**config.mk**
```make
export PLATFORM = sky130hd
export DESIGN_NAME = rv32i_wb_decoder_flat
export DESIGN_NICKNAME = d
export VERILOG_FILES = /design/src/rtl/rv32i_wb_decoder_if.sv /design/src/rtl/rv32i_wb_decoder.sv /design/src/flat_wrapper.sv
export SDC_FILE = /design/constraint.sdc
export NUM_CORES = 1
export LEC_CHECK = 0
export CORE_AREA = 2 2 128 130
export DETAILED_ROUTE_END_ITERATION = 12
export DIE_AREA = 0 0 130 132
export GPL_TIMING_DRIVEN = 0
export PLACE_DENSITY = 0.72
export SETUP_SLACK_MARGIN = 0.15
export SYNTH_ARGS = -nofsm -noshare
export SYNTH_HDL_FRONTEND = slang
export SYNTH_SLANG_ARGS = --single-unit
```
**constraint.sdc**
```tcl
create_clock -name clk_i -period 7.9 [get_ports clk_i]
set_input_delay 2.37 -clock clk_i [delete_from_list [all_inputs] [get_ports clk_i]]
set_output_delay 2.37 -clock clk_i [all_outputs]
set_load 0.01 [all_outputs]
```
**src/rtl/rv32i_wb_decoder_if.sv**
```systemverilog
// Wishbone bus bundle for rv32i_wb_decoder: the upstream master side (m_*)
// and the fan-out slave side (s_*), seen from the decoder as modport slave.
interface rv32i_wb_decoder_if #(
  parameter int NSLAVES    = 4,
  parameter int ADDR_WIDTH = 32,
  parameter int DATA_WIDTH = 32
);
  logic                          m_cyc_i;
  logic                          m_stb_i;
  logic                          m_we_i;
  logic [DATA_WIDTH/8-1:0]       m_sel_i;
  logic [ADDR_WIDTH-1:0]         m_adr_i;
  logic [DATA_WIDTH-1:0]         m_dat_i;
  logic [DATA_WIDTH-1:0]         m_dat_o;
  logic                          m_ack_o;
  logic                          m_err_o;
  logic                          m_stall_o;
  logic [NSLAVES-1:0]            s_cyc_o;
  logic [NSLAVES-1:0]            s_stb_o;
  logic                          s_we_o;
  logic [DATA_WIDTH/8-1:0]       s_sel_o;
  logic [ADDR_WIDTH-1:0]         s_adr_o;
  logic [DATA_WIDTH-1:0]         s_dat_o;
  logic [NSLAVES*DATA_WIDTH-1:0] s_dat_i;
  logic [NSLAVES-1:0]            s_ack_i;
  logic [NSLAVES-1:0]            s_err_i;
  logic [NSLAVES-1:0]            s_stall_i;

  // Handshake: a request is taken on a rising edge with m_cyc_i && m_stb_i && !m_stall_o;
  // a slave takes its strobe on an edge with s_stb_o[i] && !s_stall_i[i]; ack/err are
  // single-cycle completions that count only while the matching cycle is open.
  modport slave (
    input  m_cyc_i, m_stb_i, m_we_i, m_sel_i, m_adr_i, m_dat_i,
    output m_dat_o, m_ack_o, m_err_o, m_stall_o,
    output s_cyc_o, s_stb_o, s_we_o, s_sel_o, s_adr_o, s_dat_o,
    input  s_dat_i, s_ack_i, s_err_i, s_stall_i
  );

  modport master (
    output m_cyc_i, m_stb_i, m_we_i, m_sel_i, m_adr_i, m_dat_i,
    input  m_dat_o, m_ack_o, m_err_o, m_stall_o,
    input  s_cyc_o, s_stb_o, s_we_o, s_sel_o, s_adr_o, s_dat_o,
    output s_dat_i, s_ack_i, s_err_i, s_stall_i
  );
endinterface

```
**src/rtl/rv32i_wb_decoder.sv**
```systemverilog
// Single-master Wishbone address decoder / response router, one access outstanding.
// Optional slave watchdog enabled by defining RV32I_WB_DEC_TIMEOUT_EN.
module rv32i_wb_decoder #(
  parameter int NSLAVES    = 4,
  parameter int ADDR_WIDTH = 32,
  parameter int DATA_WIDTH = 32,
  parameter logic [NSLAVES*ADDR_WIDTH-1:0] SLAVE_BASE =
    {32'h3000_0000, 32'h2000_0000, 32'h1000_0000, 32'h0000_0000},
  parameter logic [NSLAVES*ADDR_WIDTH-1:0] SLAVE_MASK = {4{32'hF000_0000}},
  parameter int TIMEOUT_CYCLES = 255
) (
  input  logic       clk_i,
  input  logic       rst_i,
  rv32i_wb_decoder_if.slave bus,
  output logic [1:0] state_o
`ifdef RV32I_WB_DEC_TIMEOUT_EN
  ,
  output logic       timeout_o
`endif
);
  localparam int IDX_W = (NSLAVES > 1) ? $clog2(NSLAVES) : 1;
  localparam int BE_W  = DATA_WIDTH / 8;

  localparam logic [1:0] IDLE = 2'd0;
  localparam logic [1:0] REQ  = 2'd1;
  localparam logic [1:0] WAIT = 2'd2;
  localparam logic [1:0] RESP = 2'd3;

  if (NSLAVES < 1 || NSLAVES > 8 || TIMEOUT_CYCLES < 1 || TIMEOUT_CYCLES > 65535) begin : g_param_check
    $error("rv32i_wb_decoder: parameter out of range");
  end

  logic [1:0]            state_q;
  logic [IDX_W-1:0]      sel_q;
  logic                  we_q;
  logic [BE_W-1:0]       be_q;
  logic [ADDR_WIDTH-1:0] adr_q;
  logic [DATA_WIDTH-1:0] wdat_q;
  logic [DATA_WIDTH-1:0] rdata_q;
  logic                  ack_q;
  logic                  err_q;

  // Lowest index wins: scan downwards so the last assignment is the smallest match.
  logic             hit;
  logic [IDX_W-1:0] hit_idx;
  always_comb begin
    hit     = 1'b0;
    hit_idx = '0;
    for (int i = NSLAVES - 1; i >= 0; i--) begin
      if ((bus.m_adr_i & SLAVE_MASK[i*ADDR_WIDTH +: ADDR_WIDTH]) ==
          (SLAVE_BASE[i*ADDR_WIDTH +: ADDR_WIDTH] & SLAVE_MASK[i*ADDR_WIDTH +: ADDR_WIDTH])) begin
        hit     = 1'b1;
        hit_idx = IDX_W'(i);
      end
    end
  end

  logic [NSLAVES-1:0]    sel_oh;
  logic                  sel_ack;
  logic                  sel_err;
  logic                  sel_stall;
  logic [DATA_WIDTH-1:0] sel_dat;
  logic                  active;
  logic                  expired;

  assign sel_oh    = NSLAVES'(1) << sel_q;
  assign sel_ack   = bus.s_ack_i[sel_q];
  assign sel_err   = bus.s_err_i[sel_q];
  assign sel_stall = bus.s_stall_i[sel_q];
  assign sel_dat   = bus.s_dat_i[sel_q*DATA_WIDTH +: DATA_WIDTH];
  assign active    = (state_q == REQ) || (state_q == WAIT);

`ifdef RV32I_WB_DEC_TIMEOUT_EN
  localparam int CNT_W = $clog2(TIMEOUT_CYCLES + 1);
  logic [CNT_W-1:0] cnt_q;
  logic             timeout_q;

  assign expired   = (cnt_q == CNT_W'(TIMEOUT_CYCLES));
  assign timeout_o = timeout_q;

  always_ff @(posedge clk_i or posedge rst_i) begin
    if (rst_i) begin
      cnt_q     <= '0;
      timeout_q <= 1'b0;
    end else if (state_q == IDLE) begin
      cnt_q <= '0;
    end else if (active) begin
      cnt_q <= cnt_q + 1'b1;
      // Sticky flag mirrors the watchdog branch of the main FSM below.
      if (bus.m_cyc_i && !sel_ack && !sel_err && expired) timeout_q <= 1'b1;
    end
  end
`else
  assign expired = 1'b0;
`endif

  always_ff @(posedge clk_i or posedge rst_i) begin
    if (rst_i) begin
      state_q <= IDLE;
      sel_q   <= '0;
      we_q    <= 1'b0;
      be_q    <= '0;
      adr_q   <= '0;
      wdat_q  <= '0;
      rdata_q <= '0;
      ack_q   <= 1'b0;
      err_q   <= 1'b0;
    end else begin
      ack_q <= 1'b0;
      err_q <= 1'b0;
      case (state_q)
        IDLE: begin
          if (bus.m_cyc_i && bus.m_stb_i) begin
            we_q   <= bus.m_we_i;
            be_q   <= bus.m_sel_i;
            adr_q  <= bus.m_adr_i;
            wdat_q <= bus.m_dat_i;
            sel_q  <= hit_idx;
            if (hit) begin
              state_q <= REQ;
            end else begin
              state_q <= RESP;
              err_q   <= 1'b1;
            end
          end
        end
        REQ, WAIT: begin
          if (!bus.m_cyc_i) begin
            state_q <= IDLE;
          end else if (sel_ack || sel_err) begin
            state_q <= RESP;
            err_q   <= sel_err;
            ack_q   <= !sel_err;
            if (sel_ack && !sel_err && !we_q) rdata_q <= sel_dat;
          end else if (expired) begin
            state_q <= RESP;
            err_q   <= 1'b1;
          end else if (state_q == REQ && !sel_stall) begin
            state_q <= WAIT;
          end
        end
        default: state_q <= IDLE;
      endcase
    end
  end

  assign state_o       = state_q;
  assign bus.m_dat_o   = rdata_q;
  assign bus.m_ack_o   = ack_q;
  assign bus.m_err_o   = err_q;
  assign bus.m_stall_o = (state_q != IDLE);
  assign bus.s_cyc_o   = active ? sel_oh : '0;
  assign bus.s_stb_o   = (state_q == REQ) ? sel_oh : '0;
  assign bus.s_we_o    = we_q;
  assign bus.s_sel_o   = be_q;
  assign bus.s_adr_o   = adr_q;
  assign bus.s_dat_o   = wdat_q;
endmodule

```
**src/flat_wrapper.sv**
```systemverilog
// flat-port wrapper written by rule: the top's interface ports become plain ports
module rv32i_wb_decoder_flat 
#(
  parameter int NSLAVES    = 4,
  parameter int ADDR_WIDTH = 32,
  parameter int DATA_WIDTH = 32,
  parameter logic [NSLAVES*ADDR_WIDTH-1:0] SLAVE_BASE =
    {32'h3000_0000, 32'h2000_0000, 32'h1000_0000, 32'h0000_0000},
  parameter logic [NSLAVES*ADDR_WIDTH-1:0] SLAVE_MASK = {4{32'hF000_0000}},
  parameter int TIMEOUT_CYCLES = 255
)
  (clk_i, rst_i, state_o, bus_m_cyc_i, bus_m_stb_i, bus_m_we_i, bus_m_sel_i, bus_m_adr_i, bus_m_dat_i, bus_m_dat_o, bus_m_ack_o, bus_m_err_o, bus_m_stall_o, bus_s_cyc_o, bus_s_stb_o, bus_s_we_o, bus_s_sel_o, bus_s_adr_o, bus_s_dat_o, bus_s_dat_i, bus_s_ack_i, bus_s_err_i, bus_s_stall_i);
  rv32i_wb_decoder_if #(.NSLAVES(NSLAVES), .ADDR_WIDTH(ADDR_WIDTH), .DATA_WIDTH(DATA_WIDTH)) bus_i ();
  input  logic clk_i;
  input  logic rst_i;
  output logic [1:0] state_o;
  input wire logic [$bits(bus_i.m_cyc_i)-1:0] bus_m_cyc_i;
  input wire logic [$bits(bus_i.m_stb_i)-1:0] bus_m_stb_i;
  input wire logic [$bits(bus_i.m_we_i)-1:0] bus_m_we_i;
  input wire logic [$bits(bus_i.m_sel_i)-1:0] bus_m_sel_i;
  input wire logic [$bits(bus_i.m_adr_i)-1:0] bus_m_adr_i;
  input wire logic [$bits(bus_i.m_dat_i)-1:0] bus_m_dat_i;
  output wire logic [$bits(bus_i.m_dat_o)-1:0] bus_m_dat_o;
  output wire logic [$bits(bus_i.m_ack_o)-1:0] bus_m_ack_o;
  output wire logic [$bits(bus_i.m_err_o)-1:0] bus_m_err_o;
  output wire logic [$bits(bus_i.m_stall_o)-1:0] bus_m_stall_o;
  output wire logic [$bits(bus_i.s_cyc_o)-1:0] bus_s_cyc_o;
  output wire logic [$bits(bus_i.s_stb_o)-1:0] bus_s_stb_o;
  output wire logic [$bits(bus_i.s_we_o)-1:0] bus_s_we_o;
  output wire logic [$bits(bus_i.s_sel_o)-1:0] bus_s_sel_o;
  output wire logic [$bits(bus_i.s_adr_o)-1:0] bus_s_adr_o;
  output wire logic [$bits(bus_i.s_dat_o)-1:0] bus_s_dat_o;
  input wire logic [$bits(bus_i.s_dat_i)-1:0] bus_s_dat_i;
  input wire logic [$bits(bus_i.s_ack_i)-1:0] bus_s_ack_i;
  input wire logic [$bits(bus_i.s_err_i)-1:0] bus_s_err_i;
  input wire logic [$bits(bus_i.s_stall_i)-1:0] bus_s_stall_i;
  assign bus_i.m_cyc_i = bus_m_cyc_i;
  assign bus_i.m_stb_i = bus_m_stb_i;
  assign bus_i.m_we_i = bus_m_we_i;
  assign bus_i.m_sel_i = bus_m_sel_i;
  assign bus_i.m_adr_i = bus_m_adr_i;
  assign bus_i.m_dat_i = bus_m_dat_i;
  assign bus_m_dat_o = bus_i.m_dat_o;
  assign bus_m_ack_o = bus_i.m_ack_o;
  assign bus_m_err_o = bus_i.m_err_o;
  assign bus_m_stall_o = bus_i.m_stall_o;
  assign bus_s_cyc_o = bus_i.s_cyc_o;
  assign bus_s_stb_o = bus_i.s_stb_o;
  assign bus_s_we_o = bus_i.s_we_o;
  assign bus_s_sel_o = bus_i.s_sel_o;
  assign bus_s_adr_o = bus_i.s_adr_o;
  assign bus_s_dat_o = bus_i.s_dat_o;
  assign bus_i.s_dat_i = bus_s_dat_i;
  assign bus_i.s_ack_i = bus_s_ack_i;
  assign bus_i.s_err_i = bus_s_err_i;
  assign bus_i.s_stall_i = bus_s_stall_i;
  rv32i_wb_decoder #(.NSLAVES(NSLAVES), .ADDR_WIDTH(ADDR_WIDTH), .DATA_WIDTH(DATA_WIDTH), .SLAVE_BASE(SLAVE_BASE), .SLAVE_MASK(SLAVE_MASK), .TIMEOUT_CYCLES(TIMEOUT_CYCLES)) u_core (.clk_i(clk_i), .rst_i(rst_i), .bus(bus_i), .state_o(state_o));
endmodule
```
==> results of run 1 <==
-- placed cells by master, fill, tap and decap left out, types with 2 or more instances in the layout --
master / count
clkbuf_1: 7
mux2i_1: 4
clkdlybuf4s50_1: 326
dfrtp_1: 107
buf_6: 4
nand2_1: 8
inv_1: 3
buf_2: 9
o21ai_1: 2
nor2_1: 5
nor2b_1: 2
inv_6: 2
and3_1: 3
a21oi_1: 2
and2_1: 2
mux4_2: 34
clkinv_4: 2
clkbuf_16: 9
ha_1: 3
mux2_1: 102
-- worst reg2reg max path, cell delays in order (launching register included) --
cell      delay, ns
dfrtp_1        0.40
inv_1          0.08
ha_1           0.27
nand3_1        0.13
clkbuf_1       0.43
buf_1          0.44
mux2_1         0.38
-- routing by layer --
layer / wire length [µm] / vias up
met4: 455 / 0
li1: - / 1838
met3: 1500 / 30
met2: 8690 / 202
met1: 6290 / 1996
met5: 0 / -
-- registers in the layout (all words and copies together), names as in the netlist --
register            count
u_core.bus.m_dat_o     32
u_core.bus.m_ack_o      1
u_core.state_o          2
u_core.bus.s_sel_o      4
u_core.sel_q            2
u_core.bus.s_we_o       1
u_core.bus.s_adr_o     32
u_core.bus.m_err_o      1
u_core.bus.s_dat_o     32
-- cell families (layout without fill, tap and decap cells) --
| kind of cell | Yosys count | after routing |
|---|---|---|
| flops | 107 | 107 |
| buf+inv | 26 | 369 |
| fa+ha+maj | 3 | 3 |
| mux | 140 | 140 |
| compound gates | 9 | 9 |
| simple gates | 25 | 25 |
-- area by class of cell --
type | count | area [µm²] | share of cell area [%]
Timing Repair Buffer | 327 | 3280 | 36.9
Sequential cell | 107 | 2680 | 30.1
Multi-Input combinational cell | 177 | 2210 | 24.8
Tap cell | 216 | 270 | 3.04
Clock buffer | 10 | 239 | 2.69
Buffer | 21 | 120 | 1.35
Clock inverter | 6 | 70.1 | 0.788
Inverter | 5 | 21.3 | 0.239
-- path summary, 6_finish.rpt --
check | to | slack [ns] | cells past startpoint
worst max-delay path | bus_s_cyc_o[0] | 3.29 | 5
max in group asynchronous | u_core.bus.s_adr_o[30]$_DFFE_PP0P_ | 4.63 | 3
min in group asynchronous | u_core.bus.m_dat_o[26]$_DFFE_PP0P_ | 2.55 | 2
worst min-delay path | u_core.bus.m_dat_o[19]$_DFFE_PP0P_ | 0.49 | 1
worst max register to register | u_core.bus.s_sel_o[1]$_DFFE_PP0P_ | 5.65 | 6
worst min register to register | u_core.bus.m_dat_o[19]$_DFFE_PP0P_ | 0.49 | 1
-- power groups by stage --
stage / sequential, mW / combinational (mW) / clock [mW]
final: 0.966 / 1.48 / 0.474
after global routing: 1.00 / 1.58 / 0.511
after CTS: 0.970 / 1.51 / 0.490
after detailed placement: 0.978 / 1.50 / 0
after global placement: 0.961 / 1.47 / 0
after floorplan: 1.09 / 0.522 / 0
-- per-stage QoR --
stage | setup WS, ns | hold WS (ns) | total power [mW] | area, µm²
floorplan | 2.71 | 0.534 | 1.61 | 5020
global placement | 1.10 | 0.473 | 2.43 | 8560
detailed placement | 3.38 | 0.480 | 2.48 | 8580
CTS | 3.25 | 0.497 | 2.97 | 8890
global route | 3.11 | 0.503 | 3.09 | 8890
finish | 3.29 | 0.490 | 2.92 | 8890
==> key figures, run 1 <==
GRT
  • Vias in the first global route: approximately 4,600
  • GR Layer Usage met3: about 6.0%
  • First-pass GRT wire length: 25,400 µm
  • GRT busiest layer: met2
  • Congestion Overflow GR: 0
  • Met1 Use GR: a little over a fifth
  • Initial antenna violation count: 0
  • GRT Total Usage: about a fifth
  • Global Route met2 Usage: a little over a third
  • Largest net degree at the start of global routing: 67

Drt
  • Total number of vias: around 4,100
  • Antenna viol nets, final: 0
  • WL/cell: 19.5 µm
  • Iter 0 DRT Violations: 89
  • TritonRoute pass-1 iters: 4
  • Routed wire length: 16,900 µm
  • Post-DR vias/cell: ~4.7
  • Drt drc: 0

Cells and area
  • Fin cells: 869
  • Antenna diode count: 0
  • Layout area overhead: 77.0%
  • Final Core Density: a little under three fifths
  • Final #Nets: roughly 860
  • Fillcell total: around 1,300
  • Fraction of layout cells with a size suffix above 1: a little over a tenth

CTS
  • Worst skew pair latency: 0.35 ns
  • Root Driver: clkbuf_16
  • Clock sinks: between 100 and 150
  • Clk buf depth: 2
  • CTS H-tree lvls: 3
  • Num CTS Buffers: 9
  • Hold-fix buffers, CTS: 0
  • CTS tree: done
  • Postcts setup bufs: 0
  • Post_cts resized: 0
  • Clock-pin slew on the worst setup and hold paths: around 0.080 ns

Power
  • VDD IR max: between 0.00015 and 0.0002 V
  • Leakage power: about 3.6 nW
  • Net Sw Frac: about a third
  • Power share of the combinational group: about half
  • Clock power frac: between 15 and 20%
  • PwrDens: between 300 and 400 nW/µm²
  • Psw: between 0.9 and 1 mW
  • Power Internal: between 1.5 and 2 mW
  • Power share of the sequential group: 33.1%

Timing
  • Tcrit/Tclk final: between 50% and 60%
  • Clk_skew: around 0.009 ns
  • Slew margin rel.: between 40% and 50%
  • Slew Viols, Final: 0
  • Setup TNS Final: 0 ns
  • Final Hold Fails: 0
  • Least-Margin Pin Slew: between 0.8 and 0.9 ns
  • RSZ-0062 raised after global routing: no
  • Final setup viols: 0
  • Post-layout min period: approximately 4.6 ns
  • Fmax: 0.217 GHz

Setup path
  • Crit end category: output pin
  • Delay-heaviest family, CP: buffers and inverters
  • Crit-path slowest cell: clkdlybuf4s50_1
  • CP startpoint: u_core.state_o[1]$_DFFE_PP0P_
  • Critical path startpoint category: register
  • Reg2reg start: u_core.state_o[0]$_DFFE_PP0P_
  • Worst Path Required: 5.53 ns
  • Worst Path Arrival: 2.24 ns
  • Setup Crit Path Kind: register to output pin
  • CP Cell Sequence: inv_1, ha_1, nor2b_1, nor2b_1, clkdlybuf4s50_1
  • CP most frequent cell: nor2b_1
  • CP peak stage delay: 0.55 ns
  • WP buf/inv: 2
  • Worst Path Max Fanout: 6

Place
  • # placed instances: between 800 and 900
  • HPWL Detailed: between 10,000 and 15,000 µm
  • RePlAce Congestion: about 0.84
  • Port Buffers: 326

Die
  • Top Ports: between 300 and 400
  • Rows: 46
  • Die width: 130 µm
  • DIE AREA: 17,200 µm²
  • Total core area: 15,700 µm²
  • Starting density of the core: approximately a third
  • Die H: around 130 µm

Min path
  • Hold Path Class: register to register
  • Hold path startpoint: u_core.bus.m_dat_o[19]$_DFFE_PP0P_

Logic synthesis
  • Post-synthesis sequential area ratio: a little over half
  • Synth Register Bits: 107
  • Yosys top cell area share: a little over half
  • Synth area leader: dfrtp_1
  • Post-Syn Instances: slightly above 300
  • Combinational family with the most area after synthesis: multiplexers
  • Synthesis warning total: 0
  • Synth async-reset ratio: 100%
  • Average cell area after synthesis: 16.2 µm²
  • Synth Area in Simple Gates: around 2.9%
  • Compound-Gate Fraction of Synth Area: ~1.3%
  • Mapped Nets: ~530
  • Synthesized-area fraction occupied by adder cells: less than 1%
  • Post-synthesis cell type count: 28
  • Prevailing post-synth register cell: dfrtp_1
  • Post-Syn Area: approximately 5000 µm²
  • Top-count cell post-synth: dfrtp_1
  • Xor/xnor share of the synthesized area: 0%
  • Commonest cells in the netlist: dfrtp_1 (107), mux2_1 (102), mux4_2 (34)
  • EDFF count, synth: 0
  • Area contributors post-synth: dfrtp_1 (53%), mux2_1 (23%), mux4_2 (15%)
  • Multiplexer share of the synthesized area: 38.9%

Status
  • Status: complete, no violations

Flow run
  • Max-cap viol count: 0
(Power assumes the default switching activity.)
==> run 2: changes to the inputs <==
--- a/config.mk
+++ b/config.mk
@@ -5,11 +5,11 @@
 export SDC_FILE = /design/constraint.sdc
 export NUM_CORES = 1
 export LEC_CHECK = 0
-export CORE_AREA = 2 2 128 130
+export CORE_AREA = 2 2 127 129
 export DETAILED_ROUTE_END_ITERATION = 12
-export DIE_AREA = 0 0 130 132
+export DIE_AREA = 0 0 129 131
 export GPL_TIMING_DRIVEN = 0
-export PLACE_DENSITY = 0.72
+export PLACE_DENSITY = 0.73
 export SETUP_SLACK_MARGIN = 0.15
 export SYNTH_ARGS = -nofsm -noshare
 export SYNTH_HDL_FRONTEND = slang
==> constraint.sdc (replaced) <==
create_clock -name clk_i -period 4.5 [get_ports clk_i]
set_input_delay 1.35 -clock clk_i [delete_from_list [all_inputs] [get_ports clk_i]]
set_output_delay 1.35 -clock clk_i [all_outputs]
set_load 0.01 [all_outputs]
==> run 2 against run 1 <==
  * Non-clock buffer count stayed put
  * Hold slack hardly changed
  * Setup slack worse by 2.4 ns
  * Clock power is 74% higher
  * Design area is 0.13% higher
  * Clock skew is 0.0021 ns lower
  * Routed wire length is 0.90% lower
  * Critical path type unchanged
  * Largest power group unchanged
  * Highest routed layer unchanged
==> key figures, run 2 (same netlist as run 1, synthesis figures left out) <==
Setup path
  • Reg2Reg Capture Point: u_core.bus.s_sel_o[0]$_DFFE_PP0P_
  • Reg2reg start: u_core.state_o[0]$_DFFE_PP0P_
  • Worst Path Arrival: 2.26 ns
  • Worst Path Max Fanout: 6
  • Worst Path Required: 3.15 ns
  • Critical path startpoint category: register
  • Crit end category: output pin
  • Reg2Reg Depth: 6
  • Setup Crit Path Kind: register to output pin
  • Worst R2R Setup Slack: around 2.2 ns

CTS
  • Post_cts resized: 0
  • Hold-fix buffers, CTS: 0
  • Num CTS Buffers: 9
  • Clock-pin slew on the worst setup and hold paths: around 0.070 ns
  • Clock sinks: ~110
  • Worst skew pair latency: about 0.35 ns
  • Clk buf depth: 2
  • CTS H-tree lvls: 3
  • Postcts setup bufs: 0
  • CTS tree: done
  • Root Driver: clkbuf_16

Drt
  • TritonRoute pass-1 iters: 4
  • Antenna viol nets, final: 0
  • Routed wire length: 16,800 µm
  • Iter 0 DRT Violations: between 100 and 150
  • Total number of vias: 4,067
  • Post-DR vias/cell: 4.67
  • WL/cell: approximately 19 µm
  • Drt drc: 0

Timing
  • Clk_skew: 0.00693 ns
  • Slew margin rel.: 47.7%
  • Post-layout min period: about 3.6 ns
  • Worst Hold Slack: 0.491 ns
  • Final Hold Fails: 0
  • Least-Margin Pin Slew: approximately 0.79 ns
  • Final setup viols: 0
  • Fmax: 0.277 GHz
  • Slew Viols, Final: 0
  • RSZ-0062 raised after global routing: no
  • Tcrit/Tclk final: about four fifths
  • Final setup margin: between 0.8 and 0.9 ns

GRT
  • Congestion Overflow GR: 0
  • Vias in the first global route: roughly 4,500
  • Initial antenna violation count: 1
  • Largest net degree at the start of global routing: 61
  • GRT Total Usage: 19.5%
  • First-pass GRT wire length: ~25,000 µm

Die
  • Rows: 46
  • Top Ports: 327
  • Total core area: ~16,000 µm²
  • Die width: ~130 µm
  • Starting density of the core: 32.2%
  • DIE AREA: roughly 17,000 µm²
  • Die H: 131 µm

Min path
  • Hold Path Class: register to register
  • Hold path startpoint: u_core.bus.s_dat_o[14]$_DFFE_PP0P_
  • Hold Path Depth: 1
  • Endpoint of the worst hold-timing path: u_core.bus.s_dat_o[14]$_DFFE_PP0P_

Place
  • Post-Place Worst Slack: ~1 ns
  • Post-DP Area: roughly 8600 µm²
  • RePlAce Congestion: 0.835
  • Port Buffers: around 330
  • HPWL Detailed: approximately 14,000 µm

Power
  • Power, Total: just over 5 mW
  • Leakage power: about 3.6 nW
  • PwrDens: about 580 nW/µm²
  • VDD IR max: 0.000296 V

Cells and area
  • Layout area overhead: 77.2%
  • Fillcell total: about 1,300
  • Fraction of layout cells with a size suffix above 1: around a tenth
  • Post-route design area: between 8000 and 9000 µm²
  • Most frequent cells in the layout: clkdlybuf4s50_1 (326), dfrtp_1 (107), mux2_1 (102)
  • Area of the multi-input gates: 2210 µm²
  • Final #Nets: 864
  • Register area: 2680 µm²
  • Commonest non-fill, non-tap cell in the layout: clkdlybuf4s50_1

Flow run
  • Max-cap viol count: 0

Status
  • Status: complete, no violations
run 2: metrics by stage:
stage	std cells	setup TNS (ns)	utilization (%)
6_report	870	0	57.1
5_1_grt	870	0	57.1
4_1_cts	869	0	57.0
3_5_place_dp	853	0	55.0
3_3_place_gp	852	-136.98	54.9
2_1_floorplan	310	0	-
run 2: how the worst max path moves through the flow:
stage                                       start                                  to  slack (ns)  cells past startpoint
floorplan                                   rst_i        u_core.bus.m_ack_o$_DFF_PP0_        0.33                      1
global placement                            rst_i  u_core.bus.s_dat_o[18]$_DFFE_PP0P_       -1.29                      2
detailed placement                    bus_m_cyc_i   u_core.bus.s_sel_o[0]$_DFFE_PP0P_        1.02                      5
CTS                 u_core.state_o[0]$_DFFE_PP0P_                      bus_s_cyc_o[0]        0.83                      5
global route        u_core.state_o[0]$_DFFE_PP0P_                      bus_s_cyc_o[0]        0.74                      5
finish              u_core.state_o[0]$_DFFE_PP0P_                      bus_s_cyc_o[0]        0.89                      5
run 2: power breakdown:
group	total [mW]	switching [mW]	internal, mW
Sequential	1.70	0.254	1.44
Combinational	2.60	1.02	1.57
Clock	0.825	0.360	0.464
run 2: worst max-delay path, stage by stage, from the launching register on:
cell,delay (ns)
dfrtp_1,0.42
inv_1,0.09
ha_1,0.44
nor2b_1,0.25
nor2b_1,0.15
clkdlybuf4s50_1,0.56
run 2: metal layers:
layer | vias up | part of all wire [%] | track usage [%]
met1 | 1998 | 38 | 22.4
li1 | 1837 | - | -
met3 | 24 | 8.5 | 5.66
met2 | 208 | 51 | 34.2
met5 | - | 0 | 0
met4 | 0 | 2.3 | 7.86
run 2: layout make-up:
type | count | share of cell area [%]
diodes | 1 | 0.0281
plain buffers | 21 | 1.35
clock buffers | 11 | 2.84
clock inverters | 5 | 0.647
inverters | 5 | 0.239
multi-input cells | 177 | 24.8
flip-flops and latches | 107 | 30.1
well taps | 216 | 3.04
repair buffers | 327 | 37.0
==> run 3: changes to the inputs <==
==> constraint.sdc (replaced) <==
create_clock -name clk_i -period 3.4 [get_ports clk_i]
set_input_delay 1.02 -clock clk_i [delete_from_list [all_inputs] [get_ports clk_i]]
set_output_delay 1.02 -clock clk_i [all_outputs]
set_load 0.01 [all_outputs]
==> run 3 against run 2 <==
  * Sequential cell count unchanged
  * Clock power increased by 35%
  * Register-to-register slack got worse by 0.95 ns
  * Sequential power rose by 32%
  * First-iteration DRC count decreased by 28%
  * Non-clock buffer count rose by 1
  * Via count up 1.2%
  * Total power up 34%
  * Routed wire length is 0.20% higher
  * Setup slack got worse by 0.60 ns
  * Critical path type unchanged
  * Critical endpoint is now bus_s_stb_o[2]
==> key figures, run 3 (same netlist as run 1, synthesis figures left out) <==
Cells and area
  • Fillcell total: approximately 1,300
  • Post-route design area: a little under 9000 µm²
  • Final #Nets: about 870
  • Most frequent cells in the layout: clkdlybuf4s50_1 (326), dfrtp_1 (107), mux2_1 (102)
  • Final Core Density: between 50% and 60%
  • Fraction of layout cells with a size suffix above 1: between 10% and 20%
  • Layout area overhead: 77.8%
  • Commonest non-fill, non-tap cell in the layout: clkdlybuf4s50_1
  • Antenna diode count: 0

Power
  • PwrDens: between 700 and 800 nW/µm²
  • Clock power frac: 16.2%
  • Net Sw Frac: between 30 and 40%
  • Leakage power: around 3.6 nW
  • Power share of the combinational group: 51.0%
  • Power, Total: about 6.8 mW
  • Power share of the sequential group: 32.8%
  • Power Internal: ~4.6 mW
  • VDD IR max: approximately 0.0004 V
  • Psw: approximately 2.2 mW

Status
  • Status: complete, no violations

Setup path
  • Worst Path Arrival: ~2.1 ns
  • Crit end category: output pin
  • CP startpoint: u_core.sel_q[1]$_DFFE_PP0P_
  • Worst Path Max Fanout: 10
  • Reg2reg start: u_core.state_o[0]$_DFFE_PP0P_
  • Worst Path Required: roughly 2.4 ns
  • Reg2Reg Capture Point: u_core.bus.s_sel_o[0]$_DFFE_PP0P_
  • Worst R2R Setup Slack: between 1 and 1.5 ns
  • Critical path startpoint category: register
  • Crit-path slowest cell: clkdlybuf4s50_1
  • Setup Crit Path Kind: register to output pin
  • Reg2Reg Depth: 6
  • CP peak stage delay: around 0.56 ns
  • CP Cell Sequence: buf_2, clkbuf_1, and3b_1, clkdlybuf4s50_1

Drt
  • Post-DR vias/cell: between 4 and 5
  • Routed wire length: approximately 17,000 µm
  • Antenna viol nets, final: 0
  • WL/cell: ~19 µm
  • Iter 0 DRT Violations: 90
  • TritonRoute pass-1 iters: 4
  • Total number of vias: approximately 4,100
  • Drt drc: 0

Timing
  • Slew Viols, Final: 0
  • Clk_skew: 0.00862 ns
  • Final Hold Fails: 0
  • Final setup viols: 0
  • Slew margin rel.: between 40% and 50%
  • Fmax: around 0.32 GHz
  • Tcrit/Tclk final: 91.3%
  • Final setup margin: 0.295 ns
  • Post-layout min period: 3.11 ns
  • Least-Margin Pin Slew: between 0.7 and 0.8 ns
  • RSZ-0062 raised after global routing: no
  • Setup TNS Final: 0 ns

CTS
  • Num CTS Buffers: 9
  • Clk buf depth: 2
  • Worst skew pair latency: around 0.36 ns
  • CTS tree: done
  • Hold-fix buffers, CTS: 0
  • Clock sinks: approximately 110
  • Clock-pin slew on the worst setup and hold paths: roughly 0.08 ns
  • Root Driver: clkbuf_16
  • CTS H-tree lvls: 3

GRT
  • First-pass GRT wire length: around 25,000 µm
  • GRT Total Usage: 19.6%
  • Vias in the first global route: 4,534
  • Initial antenna violation count: 0
  • Largest net degree at the start of global routing: between 40 and 50
  • Congestion Overflow GR: 0

Flow run
  • Max-cap viol count: 0

Die
  • Total core area: roughly 16,000 µm²
  • Die H: between 100 and 150 µm
  • Rows: 46
  • Die width: about 130 µm
  • DIE AREA: 16,900 µm²
  • Top Ports: ~330
  • Starting density of the core: between 30% and 40%

Min path
  • Hold Path Depth: 1
  • Endpoint of the worst hold-timing path: u_core.bus.s_dat_o[0]$_DFFE_PP0P_
  • Hold Path Class: register to register
  • Hold path startpoint: u_core.bus.s_dat_o[0]$_DFFE_PP0P_

Place
  • Port Buffers: around 330
  • Post-Place Worst Slack: roughly 0.26 ns
  • HPWL Detailed: roughly 14,000 µm
  • RePlAce Congestion: 0.775
  • Post-DP Area: around 8600 µm²
run 3: worst max-delay path by stage:
stage               slack (ns)                                  to  cells after the start
floorplan                 1.09        u_core.bus.m_ack_o$_DFF_PP0_                      1
global placement          0.02  u_core.bus.s_dat_o[27]$_DFFE_PP0P_                      2
detailed placement        0.26   u_core.bus.s_sel_o[0]$_DFFE_PP0P_                      5
CTS                       0.16                      bus_s_cyc_o[2]                      5
global route              0.16                      bus_s_stb_o[2]                      4
finish                    0.29                      bus_s_stb_o[2]                      4
run 3: area by class of cell:
cell class	instances	area, µm²	share of cell area [%]
Buffer	21	121	1.36
Clock buffer	9	225	2.52
Clock inverter	7	82.6	0.925
Inverter	5	22.5	0.252
Multi-Input combinational cell	177	2230	24.9
Sequential cell	107	2680	30.0
Tap cell	216	270	3.03
Timing Repair Buffer	328	3300	37.0
run 3: what timing repair did:
action / in CTS / in global routing
endpoints found under the setup margin: 2 / 3
buffers inserted: 0 / 0
gates resized for setup: 2 / 4
run 3: through the flow:
stage	hold WS, ns	std cells
6_report	0.490	870
2_1_floorplan	0.534	310
5_1_grt	0.506	870
3_3_place_gp	0.473	852
3_5_place_dp	0.480	854
4_1_cts	0.498	870
run 3: critical path, delay by kind of cell (launching register included):
family                 cells  cell delay [ns]
buffers and inverters      3             1.18
DFF                        1             0.32
and+or+nand+nor            1             0.23
run 3: power groups by stage:
| stage | sequential, mW | clock (mW) | combinational, mW |
|---|---|---|---|
| floorplan | 2.53 | 0 | 1.21 |
| global route | 2.33 | 1.18 | 3.74 |
| CTS | 2.26 | 1.14 | 3.53 |
| finish | 2.24 | 1.11 | 3.49 |
| detailed placement | 2.28 | 0 | 3.50 |
| global placement | 2.24 | 0 | 3.42 |
run 3: metal layers:
layer | up-vias | global-route usage (%) | part of all wire (%)
li1 | 1836 | - | -
met1 | 2068 | 20.8 | 36
met2 | 185 | 35.9 | 52
met3 | 28 | 6.72 | 9.3
met4 | 0 | 7.48 | 2.6
met5 | - | 0 | 0
